## config.mk

```make
export PLATFORM = sky130hd
export DESIGN_NAME = spi_sync_filter
export DESIGN_NICKNAME = d
export VERILOG_FILES = /design/src/rtl/spi_sync_filter.sv
export SDC_FILE = /design/constraint.sdc
export NUM_CORES = 1
export LEC_CHECK = 0
export ABC_CLOCK_PERIOD_IN_PS = 2000
export BUFFER_PORTS_ARGS = -buffer_cell sky130_fd_sc_hd__buf_2
export CAP_MARGIN = 0
export CORE_UTILIZATION = 49
export CTS_CLUSTER_DIAMETER = 80
export DETAILED_ROUTE_END_ITERATION = 8
export PLACE_DENSITY = 0.8
export RECOVER_POWER = 50
export SYNTH_ARGS = -nofsm -noshare
export SYNTH_HDL_FRONTEND = slang
export SYNTH_SLANG_ARGS = --single-unit
```

## constraint.sdc

```tcl
create_clock -name clk -period 2 [get_ports clk]
set_input_delay 0.1 -clock clk [delete_from_list [all_inputs] [get_ports clk]]
set_output_delay 0.1 -clock clk [all_outputs]
set_load 0.03 [all_outputs]
```

## src/rtl/spi_sync_filter.sv

```systemverilog
// SPI pin front end: per-pin synchronizer chains and glitch filters, followed by
// SCK/CS edge detection, CPOL/CPHA strobe selection and a per-word bit counter.
module spi_sync_filter #(
  parameter int unsigned SYNC_STAGES   = 2,
  parameter int unsigned FILTER_LEN    = 3,
  parameter bit          CPOL          = 1'b0,
  parameter bit          CPHA          = 1'b0,
  parameter bit          CS_ACTIVE_LOW = 1'b1,
  parameter int unsigned WORD_WIDTH    = 8
) (
  input  logic                          clk,
  input  logic                          rst_n,
  input  logic                          sck,
  input  logic                          sdi,
  input  logic                          cs,
  output logic                          sck_out,
  output logic                          sdi_out,
  output logic                          cs_out,
  output logic                          cs_active,
  output logic                          sck_rise,
  output logic                          sck_fall,
  output logic                          cs_start,
  output logic                          cs_end,
  output logic                          sample_strobe,
  output logic                          shift_strobe,
  output logic [$clog2(WORD_WIDTH)-1:0] bit_index,
  output logic                          word_done
);

  localparam int unsigned CntW = (FILTER_LEN > 1) ? $clog2(FILTER_LEN) : 1;
  localparam int unsigned IdxW = $clog2(WORD_WIDTH);
  // Channel order: [0] sck, [1] sdi, [2] cs. Idle levels used by reset.
  localparam logic [2:0]      Idle   = {CS_ACTIVE_LOW, 1'b0, CPOL};
  localparam logic [CntW-1:0] CntMax = CntW'(FILTER_LEN - 1);
  localparam logic [IdxW-1:0] IdxMax = IdxW'(WORD_WIDTH - 1);

  logic [2:0]             pins;
  logic [SYNC_STAGES-1:0] sync_q [3];
  logic [2:0]             synced;
  logic [2:0]             filt_q, filt_d;
  logic [CntW-1:0]        cnt_q [3];
  logic [CntW-1:0]        cnt_d [3];
  logic                   sck_prev_q, cs_prev_q;
  logic [IdxW-1:0]        idx_q, idx_d;
  logic                   cs_prev_active;
  logic                   lead_edge, trail_edge, samp_edge, shft_edge;

  assign pins = {cs, sdi, sck};

  // Synchronizer chains, shifting in the raw pin at the LSB.
  always_ff @(posedge clk or negedge rst_n) begin
    if (!rst_n) begin
      for (int ch = 0; ch < 3; ch++) sync_q[ch] <= {SYNC_STAGES{Idle[ch]}};
    end else begin
      for (int ch = 0; ch < 3; ch++) begin
        sync_q[ch] <= {sync_q[ch][SYNC_STAGES-2:0], pins[ch]};
      end
    end
  end

  // Last chain stage is the synced value fed to each filter.
  always_comb begin
    synced = '0;
    for (int ch = 0; ch < 3; ch++) synced[ch] = sync_q[ch][SYNC_STAGES-1];
  end

  // Glitch filter: toggle only after FILTER_LEN consecutive differing samples.
  always_comb begin
    filt_d = filt_q;
    for (int ch = 0; ch < 3; ch++) begin
      cnt_d[ch] = '0;
      if (synced[ch] != filt_q[ch]) begin
        if (cnt_q[ch] == CntMax) begin
          filt_d[ch] = ~filt_q[ch];
        end else begin
          cnt_d[ch] = cnt_q[ch] + 1'b1;
        end
      end
    end
  end

  // Filter state plus one-cycle-delayed copies of SCK and CS for edge detection.
  always_ff @(posedge clk or negedge rst_n) begin
    if (!rst_n) begin
      filt_q     <= Idle;
      sck_prev_q <= Idle[0];
      cs_prev_q  <= Idle[2];
      for (int ch = 0; ch < 3; ch++) cnt_q[ch] <= '0;
    end else begin
      filt_q     <= filt_d;
      sck_prev_q <= filt_q[0];
      cs_prev_q  <= filt_q[2];
      for (int ch = 0; ch < 3; ch++) cnt_q[ch] <= cnt_d[ch];
    end
  end

  // Edge pulses and strobe selection; a same-cycle CS deassertion already has
  // cs_active low, so it suppresses both strobes without extra logic.
  always_comb begin
    sck_out        = filt_q[0];
    sdi_out        = filt_q[1];
    cs_out         = filt_q[2];
    cs_active      = filt_q[2] ^ CS_ACTIVE_LOW;
    cs_prev_active = cs_prev_q ^ CS_ACTIVE_LOW;
    sck_rise       = filt_q[0] & ~sck_prev_q;
    sck_fall       = ~filt_q[0] & sck_prev_q;
    cs_start       = cs_active & ~cs_prev_active;
    cs_end         = ~cs_active & cs_prev_active;
    lead_edge      = CPOL ? sck_fall : sck_rise;
    trail_edge     = CPOL ? sck_rise : sck_fall;
    samp_edge      = CPHA ? trail_edge : lead_edge;
    shft_edge      = CPHA ? lead_edge : trail_edge;
    sample_strobe  = samp_edge & cs_active;
    shift_strobe   = shft_edge & cs_active;
    bit_index      = idx_q;
    word_done      = sample_strobe & (idx_q == IdxMax) & ~cs_start & ~cs_end;
  end

  // Bit counter: CS transitions restart the word ahead of any sample.
  always_comb begin
    idx_d = idx_q;
    if (cs_start || cs_end) begin
      idx_d = '0;
    end else if (sample_strobe) begin
      idx_d = (idx_q == IdxMax) ? '0 : idx_q + 1'b1;
    end
  end

  // Bit counter register.
  always_ff @(posedge clk or negedge rst_n) begin
    if (!rst_n) begin
      idx_q <= '0;
    end else begin
      idx_q <= idx_d;
    end
  end

endmodule
```

==> impl_metrics.env, run 1 <==
export IMPL_p_leak_nw=0.479
export IMPL_fillCellCount=127
export IMPL_post_place_ws_ns=0.371
export IMPL_synth_enable_flop_cells=0
export IMPL_antenna_found_initial=0
export IMPL_grt_first_pass_wirelength_um=2080
export IMPL_hold_depth=0
export IMPL_vias_per_cell=5.20
export IMPL_finalSetupTns_ns=0
export IMPL_ys_types=17
export IMPL_synth_area_per_cell_um2=14.0
export IMPL_synth_async_reset_ratio_pct=100
export IMPL_maxCapViolCount=0
export IMPL_die_h_um=42.0
export IMPL_drtPass1Iterations=2
export IMPL_grtUsageTotal_pct=15.8
export IMPL_place_area_um2=896
export IMPL_cts_buffers=3
export IMPL_fp_dieW_um=42.0
export IMPL_htree_levels=1
export IMPL_hold_start="sync_q[4]"
export IMPL_rr_worst_depth=4
export IMPL_skew_ns=0.00733
export IMPL_critical_path_class="flip-flop to output port"
export IMPL_drive_above_1_share_pct=34.1
export IMPL_wire_per_inst_um=11.5
export IMPL_ios=19
export IMPL_syn_nets=65
export IMPL_core_area_um2=1510
export IMPL_placement_io_buffers=18
export IMPL_synthCells=56
export IMPL_synth_ff_type="dfrtp_1"
export IMPL_cp_max_fo=7
export IMPL_drtAntennaViolNets=0
export IMPL_r2r_end="bit_index[0]"
export IMPL_final_cells=98
export IMPL_tritoncts="yes"
export IMPL_rsz0062_at_grt="false"
export IMPL_grt_pass1_vias=486
export IMPL_place_inst=90
export IMPL_p_per_area_nw_per_um2=1580
export IMPL_worstMarginPinSlew_ns=0.993
export IMPL_multi_input_area_um2=273
export IMPL_finalPower_mw=1.52
export IMPL_dpl_hpwl_um=881
export IMPL_hold_end="sync_q[5]"
export IMPL_row_count=14
export IMPL_finalMaxSlewViolations=0
export IMPL_path_clk_slew_ns=0.10
export IMPL_crit_slowest_cell="dfstp_2"
export IMPL_overflow=0
export IMPL_die_area_um2=1770
export IMPL_ctsLongestPathBuffers=2
export IMPL_cts_resized=0
export IMPL_yosysTopAreaCell="dfrtp_1"
export IMPL_initial_utilization_pct=52.2
export IMPL_yosysMostFrequentCell="dfrtp_1"
export IMPL_syn_to_final_growth_pct=22.3
export IMPL_end_kind="output port"
export IMPL_yosysWarnings=0
export IMPL_diodes=0
export IMPL_nNetsFinal=92
export IMPL_wl_um=1130
export IMPL_fin_crit_ns=1.77
export IMPL_post_route_drc_count=0
export IMPL_synth_top_area_share_pct=51.0
export IMPL_r2r_start="filt_q[2]"
export IMPL_start_kind="flip-flop"
export IMPL_cpPeakStageDelay_ns=0.62
export IMPL_yosysSeqAreaShare_pct=64.3
export IMPL_synthTopCellsByCount="dfrtp_1, nand2_1, dfstp_2, ha_1, nor2b_1"
export IMPL_synth_seq_cells=20
export IMPL_drtIter0Drc=1
export IMPL_rrSetupSlack_ns=0.37
export IMPL_clock_sinks=20
export IMPL_hold_viol=0
export IMPL_fin_area_um2=961
export IMPL_fmax_mhz=565
export IMPL_peakVddDrop_mv=0.682
export IMPL_root_buffer="clkbuf_4"
export IMPL_min_path_type="flip-flop to flip-flop"
export IMPL_arrival_ns=1.67
export IMPL_layout_area_seq_um2=505
export IMPL_gp_congestion=0.765
export IMPL_vias=510
export IMPL_grt_max_degree=21
export IMPL_synth_area_leaders="dfrtp_1, dfstp_2, ha_1, mux2_2, mux2i_1"
export IMPL_syn_area_um2=786
export IMPL_maxSlewHeadroom_pct=33.8
export IMPL_fin_ws_ns=0.231
export IMPL_fin_crit_sh_pct=88.4
export IMPL_status="finished, final reports clean"
export IMPL_final_setup_viol_count=0
export IMPL_crit_path_cell_trace="inv_1, ha_1, nor2_1, and3_1, buf_2"
export IMPL_critPathRequiredTime_ns=1.90
export IMPL_clkLatencyLatePin_ns=0.29
[per-layer routing]
layer | wire length (µm) | up-vias | track usage [%]
li1 | - | 241 | -
met1 | 481 | 250 | 20.8
met2 | 570 | 17 | 25.9
met3 | 69 | 2 | 2.59
met4 | 4 | 0 | 7.50
met5 | 0 | - | 0
[final cells by class]
| type | instances | share of cell area (%) |
|---|---|---|
| Multi-Input combinational cell | 34 | 28.4 |
| Sequential cell | 20 | 52.6 |
| Timing Repair Buffer | 22 | 13.4 |
| Tap cell | 16 | 2.08 |
| Inverter | 2 | 0.781 |
| Clock buffer | 4 | 2.73 |
[cell families after synthesis]
group / count (synthesis) / share of synthesized area (%)
buffers and inverters: 2 / 0.956
XOR/XNOR: 3 / 3.34
adder cells (fa/ha/maj): 4 / 6.37
flip-flops: 20 / 64.3
AND/OR/NAND/NOR: 21 / 16.9
multiplexers: 6 / 8.12
[per-stage QoR]
step | hold WS (ns) | util, %
2_1_floorplan | -0.196 | -
3_3_place_gp | 0.0584 | 59.5
3_5_place_dp | 0.0606 | 59.5
4_1_cts | 0.268 | 63.9
5_1_grt | 0.370 | 63.8
6_report | 0.361 | 63.8
[critical path, delay by kind of cell, from the launching register on]
| kind | cells | cell delay, ns |
|---|---|---|
| adders and majority gates | 1 | 0.22 |
| buffers and inverters | 2 | 0.28 |
| DFF | 1 | 0.62 |
| and+or+nand+nor | 2 | 0.26 |
[flip-flops by register name, indices dropped and copies added (netlist names)]
signal and flops:
bit_index 3, cnt_q 6, cs_prev_q 1, filt_q 3
sck_prev_q 1, sync_q 6
[worst max path at each step]
stage / cells past startpoint / startpoint / to / slack [ns]
after CTS: 5 / filt_q[2] / word_done / 0.21
after global routing: 5 / filt_q[2] / word_done / 0.12
after global placement: 4 / filt_q[2] / bit_index[0] / 0.43
after detailed placement: 4 / filt_q[2] / bit_index[0] / 0.37
final: 5 / filt_q[2] / word_done / 0.23
after floorplan: 4 / filt_q[2] / bit_index[0] / 0.16
[cells in the final DEF (no fill, tap or decap)]
cell	n
xnor2_1	3
nor3b_4	1
nor3b_1	3
nor2b_1	4
inv_1	2
nand2_1	5
or3b_1	1
buf_2	17
and3_1	1
mux2i_1	3
and2b_1	1
nor2_1	1
mux2_2	3
clkbuf_4	3
clkbuf_1	2
nor3_1	3
dlygate4sd3_1	4
dfstp_2	4
dfrtp_1	16
ha_1	4
and2_1	1
[what timing repair did]
| action | in CTS | in global routing |
|---|---|---|
| hold buffers | 4 | 0 |
| buffers inserted | 0 | 0 |
| endpoints found under the hold margin | 19 | 0 |
[report_power, final]
| group | internal [mW] | total, mW | switching (mW) | leakage [nW] |
|---|---|---|---|---|
| Sequential | 0.540 | 0.656 | 0.116 | 0.244 |
| Clock | 0.0775 | 0.187 | 0.110 | 0.0150 |
| Combinational | 0.264 | 0.673 | 0.410 | 0.221 |
Power figures use the tool's default switching activity.
==> run 2, diff against run 1 <==
ABC_CLOCK_PERIOD_IN_PS = 1600   (was 2000)
CORE_UTILIZATION = 45   (was 49)
PLACE_DENSITY = 0.78   (was 0.8)
clock period = 1.6 ns   (was 2 ns; I/O delays follow)
==> impl_metrics.env, run 2 (synthesis results as in run 1) <==
export IMPL_status="complete, but fails checks"
export IMPL_failed_checks="design-rule violations"
export IMPL_fillCellCount=119
export IMPL_vias_per_cell=5.00
export IMPL_reg_largest_list="cnt_q: 6 flops, sync_q: 6 flops"
export IMPL_finalMaxSlewViolations=0
export IMPL_wire_per_inst_um=11.5
export IMPL_skew_ns=0.00285
export IMPL_row_count=14
export IMPL_drtPass1Iterations=5
export IMPL_end_kind="output port"
export IMPL_p_leak_nw=0.520
export IMPL_cp_max_fo=3
export IMPL_worstMarginPinSlew_ns=0.999
export IMPL_diodes=0
export IMPL_wl_um=1210
export IMPL_place_inst=92
export IMPL_tritoncts="yes"
export IMPL_maxCapViolCount=0
export IMPL_crit_path_cell_trace="buf_6, ha_2, nor2_4, and3_4, buf_6"
export IMPL_path_clk_slew_ns=0.10
export IMPL_cts_buffers=3
export IMPL_critPathRequiredTime_ns=1.52
export IMPL_finalSetupTns_ns=0
export IMPL_overflow=0
export IMPL_placement_io_buffers=18
export IMPL_grt_pass1_vias=535
export IMPL_post_route_drc_count=2
export IMPL_min_path_type="flip-flop to flip-flop"
export IMPL_drtIter0Drc=5
export IMPL_ios=19
export IMPL_final_setup_viol_count=0
export IMPL_arrival_ns=1.47
export IMPL_rsz0062_at_grt="true"
export IMPL_crit_top_cell="buf_6"
export IMPL_drtAntennaViolNets=0
export IMPL_peakVddDrop_mv=1.18
export IMPL_antenna_found_initial=0
export IMPL_clkLatencyLatePin_ns=0.29
export IMPL_hold_viol=0
export IMPL_gp_congestion=0.718
export IMPL_grtUsageTotal_pct=15.9
export IMPL_crit_slowest_cell="dfstp_2"
export IMPL_clock_sinks=20
export IMPL_initial_utilization_pct=49.8
export IMPL_maxSlewHeadroom_pct=33.4
export IMPL_cpPeakStageDelay_ns=0.56
export IMPL_core_area_um2=1580
export IMPL_htree_levels=1
export IMPL_post_route_util_pct=67.3
export IMPL_critical_path_class="flip-flop to output port"
export IMPL_nNetsFinal=99
export IMPL_grt_first_pass_wirelength_um=2130
export IMPL_die_h_um=43.8
export IMPL_fin_crit_ns=1.55
export IMPL_p_per_area_nw_per_um2=2030
export IMPL_fin_crit_sh_pct=96.7
export IMPL_root_buffer="clkbuf_4"
export IMPL_dpl_hpwl_um=787
export IMPL_final_cells=105
export IMPL_ctsLongestPathBuffers=2
export IMPL_vias=525
export IMPL_drive_above_1_share_pct=46.1
export IMPL_start_kind="flip-flop"
export IMPL_fin_hold_ws_ns=0.359
export IMPL_fp_dieW_um=43.8
export IMPL_die_area_um2=1920
export IMPL_fmax_mhz=646
export IMPL_final_cell_mix="dfrtp_1, buf_2, buf_4, nand2_1"
export IMPL_syn_to_final_growth_pct=35.0
export IMPL_grt_max_degree=21
## run 2: per-stage QoR
step	cell area [µm²]	setup WS, ns	power (mW)
2_1_floorplan	787	-0.239	1.45
3_3_place_gp	912	0.227	1.68
3_5_place_dp	912	0.167	1.71
4_1_cts	1010	0.0133	2.03
5_1_grt	1060	-0.0162	2.31
6_report	1060	0.0528	2.15
## run 2: worst max-delay path: cells and delay by family (launching register included)
| family | cells | cell delay, ns |
|---|---|---|
| flip-flops | 1 | 0.56 |
| AND/OR/NAND/NOR | 2 | 0.18 |
| adder cells (fa/ha/maj) | 1 | 0.20 |
| buffers and inverters | 2 | 0.24 |
## run 2: final cells by class
type	count	area (µm²)	area share, %
multi-input combinational	34	300	28.3
clock buffer	4	36.3	3.42
timing repair buffer	29	191	18.0
inverter	2	7.51	0.708
tap	16	20.0	1.89
sequential	20	505	47.6
## run 2: timing repair
item	in CTS	in global routing
gates resized for setup	5	5
setup buffers	1	4
hold buffers	4	0
hold endpoints to repair	19	0
gates cloned	0	0
setup endpoints to repair	1	1
pin swaps	2	3
## run 2: metal layers
metal  share of wire [%]  global-route usage, %
met1                  40                   17.7
met2                  54                   28.1
met3                 5.4                   4.17
met4                0.66                   7.50
met5                   0                      0
## run 2: where the power goes
part	total, mW	internal [mW]	switching, mW
clock	0.276	0.138	0.138
combinational	1.08	0.484	0.600
sequential	0.793	0.673	0.120
total	2.15	1.30	0.857
## run 2: final timing paths
path                       slack [ns]            to      start  cells after the start
setup / recovery                 0.05     word_done  filt_q[2]                      5
hold / removal                   0.36     sync_q[5]  sync_q[4]                      0
setup reg to reg                 0.18  bit_index[0]  filt_q[2]                      4
hold reg to reg                  0.36     sync_q[5]  sync_q[4]                      0
max in group asynchronous        0.53     filt_q[0]      rst_n                      2
min in group asynchronous        0.47      cnt_q[1]      rst_n                      2
